==> src/rtl/second_part_lut_if.sv <==
// Operand/result bundle for the squaring lookup block.
// The master drives the operand; the slave returns the registered upper byte of its square.
interface second_part_lut_if;
  logic [7:0] inp;
  logic [7:0] out;

  modport master (output inp, input out);
  modport slave  (input inp, output out);
endinterface

==> src/rtl/second_part_lut.sv <==
// Registered upper byte of an 8-bit square, out = floor(inp*inp / 256), from a 256-entry constant table.
// One result per cycle, one cycle of latency, synchronous active-high reset clears the output.
module second_part_lut (
  input  logic             clk,
  input  logic             rst,
  second_part_lut_if.slave bus
);

  logic [7:0] lut_val;

  // Table entries for 128..255 follow f(128+d) = 64 + d + f(d), which makes spot checks easy.
  always_comb begin
    // NOTE: a default before the case guarantees every path assigns lut_val, so no latch is inferred.
    lut_val = 8'd0;
    case (bus.inp)
      8'd0:   lut_val = 8'd0;    8'd1:   lut_val = 8'd0;    8'd2:   lut_val = 8'd0;    8'd3:   lut_val = 8'd0;
      8'd4:   lut_val = 8'd0;    8'd5:   lut_val = 8'd0;    8'd6:   lut_val = 8'd0;    8'd7:   lut_val = 8'd0;
      8'd8:   lut_val = 8'd0;    8'd9:   lut_val = 8'd0;    8'd10:  lut_val = 8'd0;    8'd11:  lut_val = 8'd0;
      8'd12:  lut_val = 8'd0;    8'd13:  lut_val = 8'd0;    8'd14:  lut_val = 8'd0;    8'd15:  lut_val = 8'd0;
      8'd16:  lut_val = 8'd1;    8'd17:  lut_val = 8'd1;    8'd18:  lut_val = 8'd1;    8'd19:  lut_val = 8'd1;
      8'd20:  lut_val = 8'd1;    8'd21:  lut_val = 8'd1;    8'd22:  lut_val = 8'd1;    8'd23:  lut_val = 8'd2;
      8'd24:  lut_val = 8'd2;    8'd25:  lut_val = 8'd2;    8'd26:  lut_val = 8'd2;    8'd27:  lut_val = 8'd2;
      8'd28:  lut_val = 8'd3;    8'd29:  lut_val = 8'd3;    8'd30:  lut_val = 8'd3;    8'd31:  lut_val = 8'd3;
      8'd32:  lut_val = 8'd4;    8'd33:  lut_val = 8'd4;    8'd34:  lut_val = 8'd4;    8'd35:  lut_val = 8'd4;
      8'd36:  lut_val = 8'd5;    8'd37:  lut_val = 8'd5;    8'd38:  lut_val = 8'd5;    8'd39:  lut_val = 8'd5;
      8'd40:  lut_val = 8'd6;    8'd41:  lut_val = 8'd6;    8'd42:  lut_val = 8'd6;    8'd43:  lut_val = 8'd7;
      8'd44:  lut_val = 8'd7;    8'd45:  lut_val = 8'd7;    8'd46:  lut_val = 8'd8;    8'd47:  lut_val = 8'd8;
      8'd48:  lut_val = 8'd9;    8'd49:  lut_val = 8'd9;    8'd50:  lut_val = 8'd9;    8'd51:  lut_val = 8'd10;
      8'd52:  lut_val = 8'd10;   8'd53:  lut_val = 8'd10;   8'd54:  lut_val = 8'd11;   8'd55:  lut_val = 8'd11;
      8'd56:  lut_val = 8'd12;   8'd57:  lut_val = 8'd12;   8'd58:  lut_val = 8'd13;   8'd59:  lut_val = 8'd13;
      8'd60:  lut_val = 8'd14;   8'd61:  lut_val = 8'd14;   8'd62:  lut_val = 8'd15;   8'd63:  lut_val = 8'd15;
      8'd64:  lut_val = 8'd16;   8'd65:  lut_val = 8'd16;   8'd66:  lut_val = 8'd17;   8'd67:  lut_val = 8'd17;
      8'd68:  lut_val = 8'd18;   8'd69:  lut_val = 8'd18;   8'd70:  lut_val = 8'd19;   8'd71:  lut_val = 8'd19;
      8'd72:  lut_val = 8'd20;   8'd73:  lut_val = 8'd20;   8'd74:  lut_val = 8'd21;   8'd75:  lut_val = 8'd21;
      8'd76:  lut_val = 8'd22;   8'd77:  lut_val = 8'd23;   8'd78:  lut_val = 8'd23;   8'd79:  lut_val = 8'd24;
      8'd80:  lut_val = 8'd25;   8'd81:  lut_val = 8'd25;   8'd82:  lut_val = 8'd26;   8'd83:  lut_val = 8'd26;
      8'd84:  lut_val = 8'd27;   8'd85:  lut_val = 8'd28;   8'd86:  lut_val = 8'd28;   8'd87:  lut_val = 8'd29;
      8'd88:  lut_val = 8'd30;   8'd89:  lut_val = 8'd30;   8'd90:  lut_val = 8'd31;   8'd91:  lut_val = 8'd32;
      8'd92:  lut_val = 8'd33;   8'd93:  lut_val = 8'd33;   8'd94:  lut_val = 8'd34;   8'd95:  lut_val = 8'd35;
      8'd96:  lut_val = 8'd36;   8'd97:  lut_val = 8'd36;   8'd98:  lut_val = 8'd37;   8'd99:  lut_val = 8'd38;
      8'd100: lut_val = 8'd39;   8'd101: lut_val = 8'd39;   8'd102: lut_val = 8'd40;   8'd103: lut_val = 8'd41;
      8'd104: lut_val = 8'd42;   8'd105: lut_val = 8'd43;   8'd106: lut_val = 8'd43;   8'd107: lut_val = 8'd44;
      8'd108: lut_val = 8'd45;   8'd109: lut_val = 8'd46;   8'd110: lut_val = 8'd47;   8'd111: lut_val = 8'd48;
      8'd112: lut_val = 8'd49;   8'd113: lut_val = 8'd49;   8'd114: lut_val = 8'd50;   8'd115: lut_val = 8'd51;
      8'd116: lut_val = 8'd52;   8'd117: lut_val = 8'd53;   8'd118: lut_val = 8'd54;   8'd119: lut_val = 8'd55;
      8'd120: lut_val = 8'd56;   8'd121: lut_val = 8'd57;   8'd122: lut_val = 8'd58;   8'd123: lut_val = 8'd59;
      8'd124: lut_val = 8'd60;   8'd125: lut_val = 8'd61;   8'd126: lut_val = 8'd62;   8'd127: lut_val = 8'd63;
      8'd128: lut_val = 8'd64;   8'd129: lut_val = 8'd65;   8'd130: lut_val = 8'd66;   8'd131: lut_val = 8'd67;
      8'd132: lut_val = 8'd68;   8'd133: lut_val = 8'd69;   8'd134: lut_val = 8'd70;   8'd135: lut_val = 8'd71;
      8'd136: lut_val = 8'd72;   8'd137: lut_val = 8'd73;   8'd138: lut_val = 8'd74;   8'd139: lut_val = 8'd75;
      8'd140: lut_val = 8'd76;   8'd141: lut_val = 8'd77;   8'd142: lut_val = 8'd78;   8'd143: lut_val = 8'd79;
      8'd144: lut_val = 8'd81;   8'd145: lut_val = 8'd82;   8'd146: lut_val = 8'd83;   8'd147: lut_val = 8'd84;
      8'd148: lut_val = 8'd85;   8'd149: lut_val = 8'd86;   8'd150: lut_val = 8'd87;   8'd151: lut_val = 8'd89;
      8'd152: lut_val = 8'd90;   8'd153: lut_val = 8'd91;   8'd154: lut_val = 8'd92;   8'd155: lut_val = 8'd93;
      8'd156: lut_val = 8'd95;   8'd157: lut_val = 8'd96;   8'd158: lut_val = 8'd97;   8'd159: lut_val = 8'd98;
      8'd160: lut_val = 8'd100;  8'd161: lut_val = 8'd101;  8'd162: lut_val = 8'd102;  8'd163: lut_val = 8'd103;
      8'd164: lut_val = 8'd105;  8'd165: lut_val = 8'd106;  8'd166: lut_val = 8'd107;  8'd167: lut_val = 8'd108;
      8'd168: lut_val = 8'd110;  8'd169: lut_val = 8'd111;  8'd170: lut_val = 8'd112;  8'd171: lut_val = 8'd114;
      8'd172: lut_val = 8'd115;  8'd173: lut_val = 8'd116;  8'd174: lut_val = 8'd118;  8'd175: lut_val = 8'd119;
      8'd176: lut_val = 8'd121;  8'd177: lut_val = 8'd122;  8'd178: lut_val = 8'd123;  8'd179: lut_val = 8'd125;
      8'd180: lut_val = 8'd126;  8'd181: lut_val = 8'd127;  8'd182: lut_val = 8'd129;  8'd183: lut_val = 8'd130;
      8'd184: lut_val = 8'd132;  8'd185: lut_val = 8'd133;  8'd186: lut_val = 8'd135;  8'd187: lut_val = 8'd136;
      8'd188: lut_val = 8'd138;  8'd189: lut_val = 8'd139;  8'd190: lut_val = 8'd141;  8'd191: lut_val = 8'd142;
      8'd192: lut_val = 8'd144;  8'd193: lut_val = 8'd145;  8'd194: lut_val = 8'd147;  8'd195: lut_val = 8'd148;
      8'd196: lut_val = 8'd150;  8'd197: lut_val = 8'd151;  8'd198: lut_val = 8'd153;  8'd199: lut_val = 8'd154;
      8'd200: lut_val = 8'd156;  8'd201: lut_val = 8'd157;  8'd202: lut_val = 8'd159;  8'd203: lut_val = 8'd160;
      8'd204: lut_val = 8'd162;  8'd205: lut_val = 8'd164;  8'd206: lut_val = 8'd165;  8'd207: lut_val = 8'd167;
      8'd208: lut_val = 8'd169;  8'd209: lut_val = 8'd170;  8'd210: lut_val = 8'd172;  8'd211: lut_val = 8'd173;
      8'd212: lut_val = 8'd175;  8'd213: lut_val = 8'd177;  8'd214: lut_val = 8'd178;  8'd215: lut_val = 8'd180;
      8'd216: lut_val = 8'd182;  8'd217: lut_val = 8'd183;  8'd218: lut_val = 8'd185;  8'd219: lut_val = 8'd187;
      8'd220: lut_val = 8'd189;  8'd221: lut_val = 8'd190;  8'd222: lut_val = 8'd192;  8'd223: lut_val = 8'd194;
      8'd224: lut_val = 8'd196;  8'd225: lut_val = 8'd197;  8'd226: lut_val = 8'd199;  8'd227: lut_val = 8'd201;
      8'd228: lut_val = 8'd203;  8'd229: lut_val = 8'd204;  8'd230: lut_val = 8'd206;  8'd231: lut_val = 8'd208;
      8'd232: lut_val = 8'd210;  8'd233: lut_val = 8'd212;  8'd234: lut_val = 8'd213;  8'd235: lut_val = 8'd215;
      8'd236: lut_val = 8'd217;  8'd237: lut_val = 8'd219;  8'd238: lut_val = 8'd221;  8'd239: lut_val = 8'd223;
      8'd240: lut_val = 8'd225;  8'd241: lut_val = 8'd226;  8'd242: lut_val = 8'd228;  8'd243: lut_val = 8'd230;
      8'd244: lut_val = 8'd232;  8'd245: lut_val = 8'd234;  8'd246: lut_val = 8'd236;  8'd247: lut_val = 8'd238;
      8'd248: lut_val = 8'd240;  8'd249: lut_val = 8'd242;  8'd250: lut_val = 8'd244;  8'd251: lut_val = 8'd246;
      8'd252: lut_val = 8'd248;  8'd253: lut_val = 8'd250;  8'd254: lut_val = 8'd252;  8'd255: lut_val = 8'd254;
      default: lut_val = 8'd0;
    endcase
  end

  // The table is pure combinational constants; only the output register needs a reset.
  always_ff @(posedge clk) begin
    // NOTE: sequential state uses non-blocking assignments so every flop samples pre-edge values.
    if (rst) begin
      bus.out <= 8'd0;
    end else begin
      bus.out <= lut_val;
    end
  end

endmodule

==> src/flat_wrapper.sv <==
// flat-port wrapper written by rule: the top's interface ports become plain ports
module second_part_lut_flat 
  (clk, rst, bus_inp, bus_out);
  second_part_lut_if bus_i ();
  input  logic clk;
  input  logic rst;
  input wire logic [$bits(bus_i.inp)-1:0] bus_inp;
  output wire logic [$bits(bus_i.out)-1:0] bus_out;
  assign bus_i.inp = bus_inp;
  assign bus_out = bus_i.out;
  second_part_lut u_core (.clk(clk), .rst(rst), .bus(bus_i));
endmodule
==> config.mk <==
export PLATFORM = sky130hd
export DESIGN_NAME = second_part_lut_flat
export DESIGN_NICKNAME = d
export VERILOG_FILES = /design/src/rtl/second_part_lut_if.sv /design/src/rtl/second_part_lut.sv /design/src/flat_wrapper.sv
export SDC_FILE = /design/constraint.sdc
export NUM_CORES = 1
export LEC_CHECK = 0
export CELL_PAD_IN_SITES_DETAIL_PLACEMENT = 1
export CELL_PAD_IN_SITES_GLOBAL_PLACEMENT = 1
export CORE_ASPECT_RATIO = 0.6
export CORE_MARGIN = 2
export CORE_UTILIZATION = 40
export CTS_CLUSTER_SIZE = 8
export DETAILED_ROUTE_END_ITERATION = 10
export PLACE_DENSITY_LB_ADDON = 0.05
export SLEW_MARGIN = 20
export SYNTH_ARGS = -nofsm -noshare
export SYNTH_HDL_FRONTEND = slang
export SYNTH_SLANG_ARGS = --single-unit
==> constraint.sdc <==
create_clock -name clk -period 2.5 [get_ports clk]
set_input_delay 0.5 -clock clk [delete_from_list [all_inputs] [get_ports clk]]
set_output_delay 0.5 -clock clk [all_outputs]
set_load 0.05 [all_outputs]
==> impl_results.md <==
* Nets at ~330
* Total number of vias at between 2000 and 2500
* Final setup fails at 0
* CTS HTree Levels at 1
* Chip width at 93.6 microns
* Total power at 0.757 mW
* Fin util at 0.509
* YS warnings at 0
* DR vias/cell at roughly 6.4
* DRT Pass-1 Iters at 5
* Avg Inst Size Synth at 6.83 sq um
* Vias in the first global route at 2270
* GRT Util Overall at 0.302
* Fin. Hold Viols at 0
* Setup Fix Bufs, Post-CTS at 0
* Critical path capture point type: flop
* Routability cong. at 0.885
* Die ar. at 5400 sq um
* Drt initial violations at 295
* Filler instances at 612
* Grt total ovfl at 0
* Max reg flops at 8
* Post-cts sizing count at 0
* Final worst path period need at 2.41 ns
* Max Cap Violations at 0
* Post-synth EDFFs at 0
* Clock-pin slew of the registers on the worst-case setup and hold paths at ~0.040 ns
* Root buf cell: clkbuf_8
* Dpl hpwl at slightly below 6000 microns
* Chip height at 57.7 microns
* Top flop regs: u_core.bus.out: 8 flops
* Top reg by flops: u_core.bus.out
* Antenna violations before repair at 0
* Hold Crit Class: in2reg
* CP arrival at 2.51 ns
* FF+latch count, synth at 8
* Final Max Tran Viols at 0
* Antenna Cells at 0
* Fmax at around 0.42 GHz
* Largest net degree at the start of global routing at 38
* CTS Buf Count at 3
* Number of port buffers at 17
* Crit path kind: in2reg
* Worst-Margin Slew at 0.637 ns
* Area grow syn2layout at 22.0%
* Most used flip-flop cell after synthesis: dfxtp_1
* Io pins at 18
* Hold-fix buffers, CTS at 0
* Post-Syn Area at 1930 sq um
* RSZ-0062 raised after global routing: false
* Core box area at 4610 sq um
* Max clock buf depth at 2
* Post-synthesis cell type count at 59
* Post-synth ARST share at 0
* Crit path max fanout at 6
* CTS tree: built
* Status: complete, no violations
* Share of cells above drive strength 1 at 0.189
* Register area share after synthesis at 0.0832
* Slew margin rel. at 0.574
* Fin crit share at 0.963
* Post-DRT Antenna Nets at 0
* Routed WL at 7930 microns
* Worst Slack Setup Final at 0.0918 ns
* DRC Markers at 0
* Peak supply drop at 127 uV
* Setup TNS Final at 0 ns
* Commonest non-fill, non-tap cells in the layout: buf_4, nand2_1, nor2_1
* Pwr dens at 322 nW/um^2
* Pre-CTS setup slack at -0.201 ns
* Clock tree sinks at 8
* Std-Cell Rows at 19
* Most common cell after layout, fill and taps aside: buf_4
* Crit start category: primary input
* Synth Net Count at 305
* Initial core utilization at 0.418
* Req. time, crit path at roughly 2.6 ns
* Global-route wire length before repair at 12600 microns
* Leak at 0.898 nW
* Mapped Cells at 282
* Avg WL per Cell at 21.4 microns
Yosys cell counts, types with 3 or more instances:
library cell	n	area (sq um)
ha_1	13	163
buf_4	9	67.6
a311oi_1	5	43.8
nor2_1	23	86.3
buf_2	12	60.1
dfxtp_1	8	160
o211ai_1	10	75.1
clkbuf_1	5	18.8
o32ai_1	3	26.3
o311ai_0	3	26.3
nand2b_1	19	119
inv_1	7	26.3
a211oi_1	7	52.6
o21ai_1	4	20.0
o221ai_1	3	26.3
o21ai_0	17	85.1
a21oi_1	22	110
nand3_1	6	30.0
nor2b_1	9	56.3
nand2_1	29	109
nor3_1	5	25.0
buf_6	5	56.3
a31oi_1	8	50.1
o2111ai_1	7	61.3
worst max-delay path, stage by stage:
cell	delay [ns]
clkdlybuf4s50_1	0.56
inv_1	0.12
buf_4	0.18
ha_1	0.24
nand2_1	0.08
a211oi_1	0.07
a311o_1	0.33
a211oi_1	0.31
o32ai_2	0.12
power by group:
group / total (mW) / switching [mW] / internal, mW / leakage (nW)
Combinational: 0.437 / 0.265 / 0.171 / 0.810
Sequential: 0.143 / 0.00458 / 0.139 / 0.0664
Clock: 0.177 / 0.0708 / 0.106 / 0.0216
Total: 0.757 / 0.341 / 0.416 / 0.898
stage by stage:
step                      hold WS (ns)  std cells  instance area [sq um]
after floorplan                  0.569        282                   1930
after global placement            1.07        367                   2280
after detailed placement          1.08        367                   2280
after CTS                        0.835        370                   2320
after global routing             0.900        370                   2350
final                            0.852        370                   2350
path summary, 6_finish.rpt:
kind | to | slack, ns | startpoint | cells past startpoint
worst min-delay path | u_core.bus.out[2] | 0.85 | bus_inp[4] | 5
worst max-delay path | u_core.bus.out[1] | 0.09 | bus_inp[0] | 9
per-layer routing:
layer	track usage	share of wire
met2	0.441	0.41
met5	0	0
met4	0.0311	0.013
met3	0.0637	0.089
met1	0.471	0.48
kinds of logic after synthesis:
kind of cell,after synthesis,synth area share
XOR/XNOR,1,0.00455
AND/OR/NAND/NOR,104,0.270
buffers and inverters,40,0.123
AO/OA/AOI/OAI,113,0.412
multiplexers,2,0.0175
flip-flops,8,0.0832
adder cells (fa/ha/maj),14,0.0903
area by class of cell:
class / count / area, sq um / share of cell area
multi-input cells: 234 / 1560 / 0.662
repair buffers: 53 / 479 / 0.204
flip-flops and latches: 8 / 160 / 0.0682
well taps: 63 / 78.8 / 0.0336
clock buffers: 3 / 41.3 / 0.0176
inverters: 9 / 33.8 / 0.0144
Note: power is estimated with default switching activity, not from simulation.
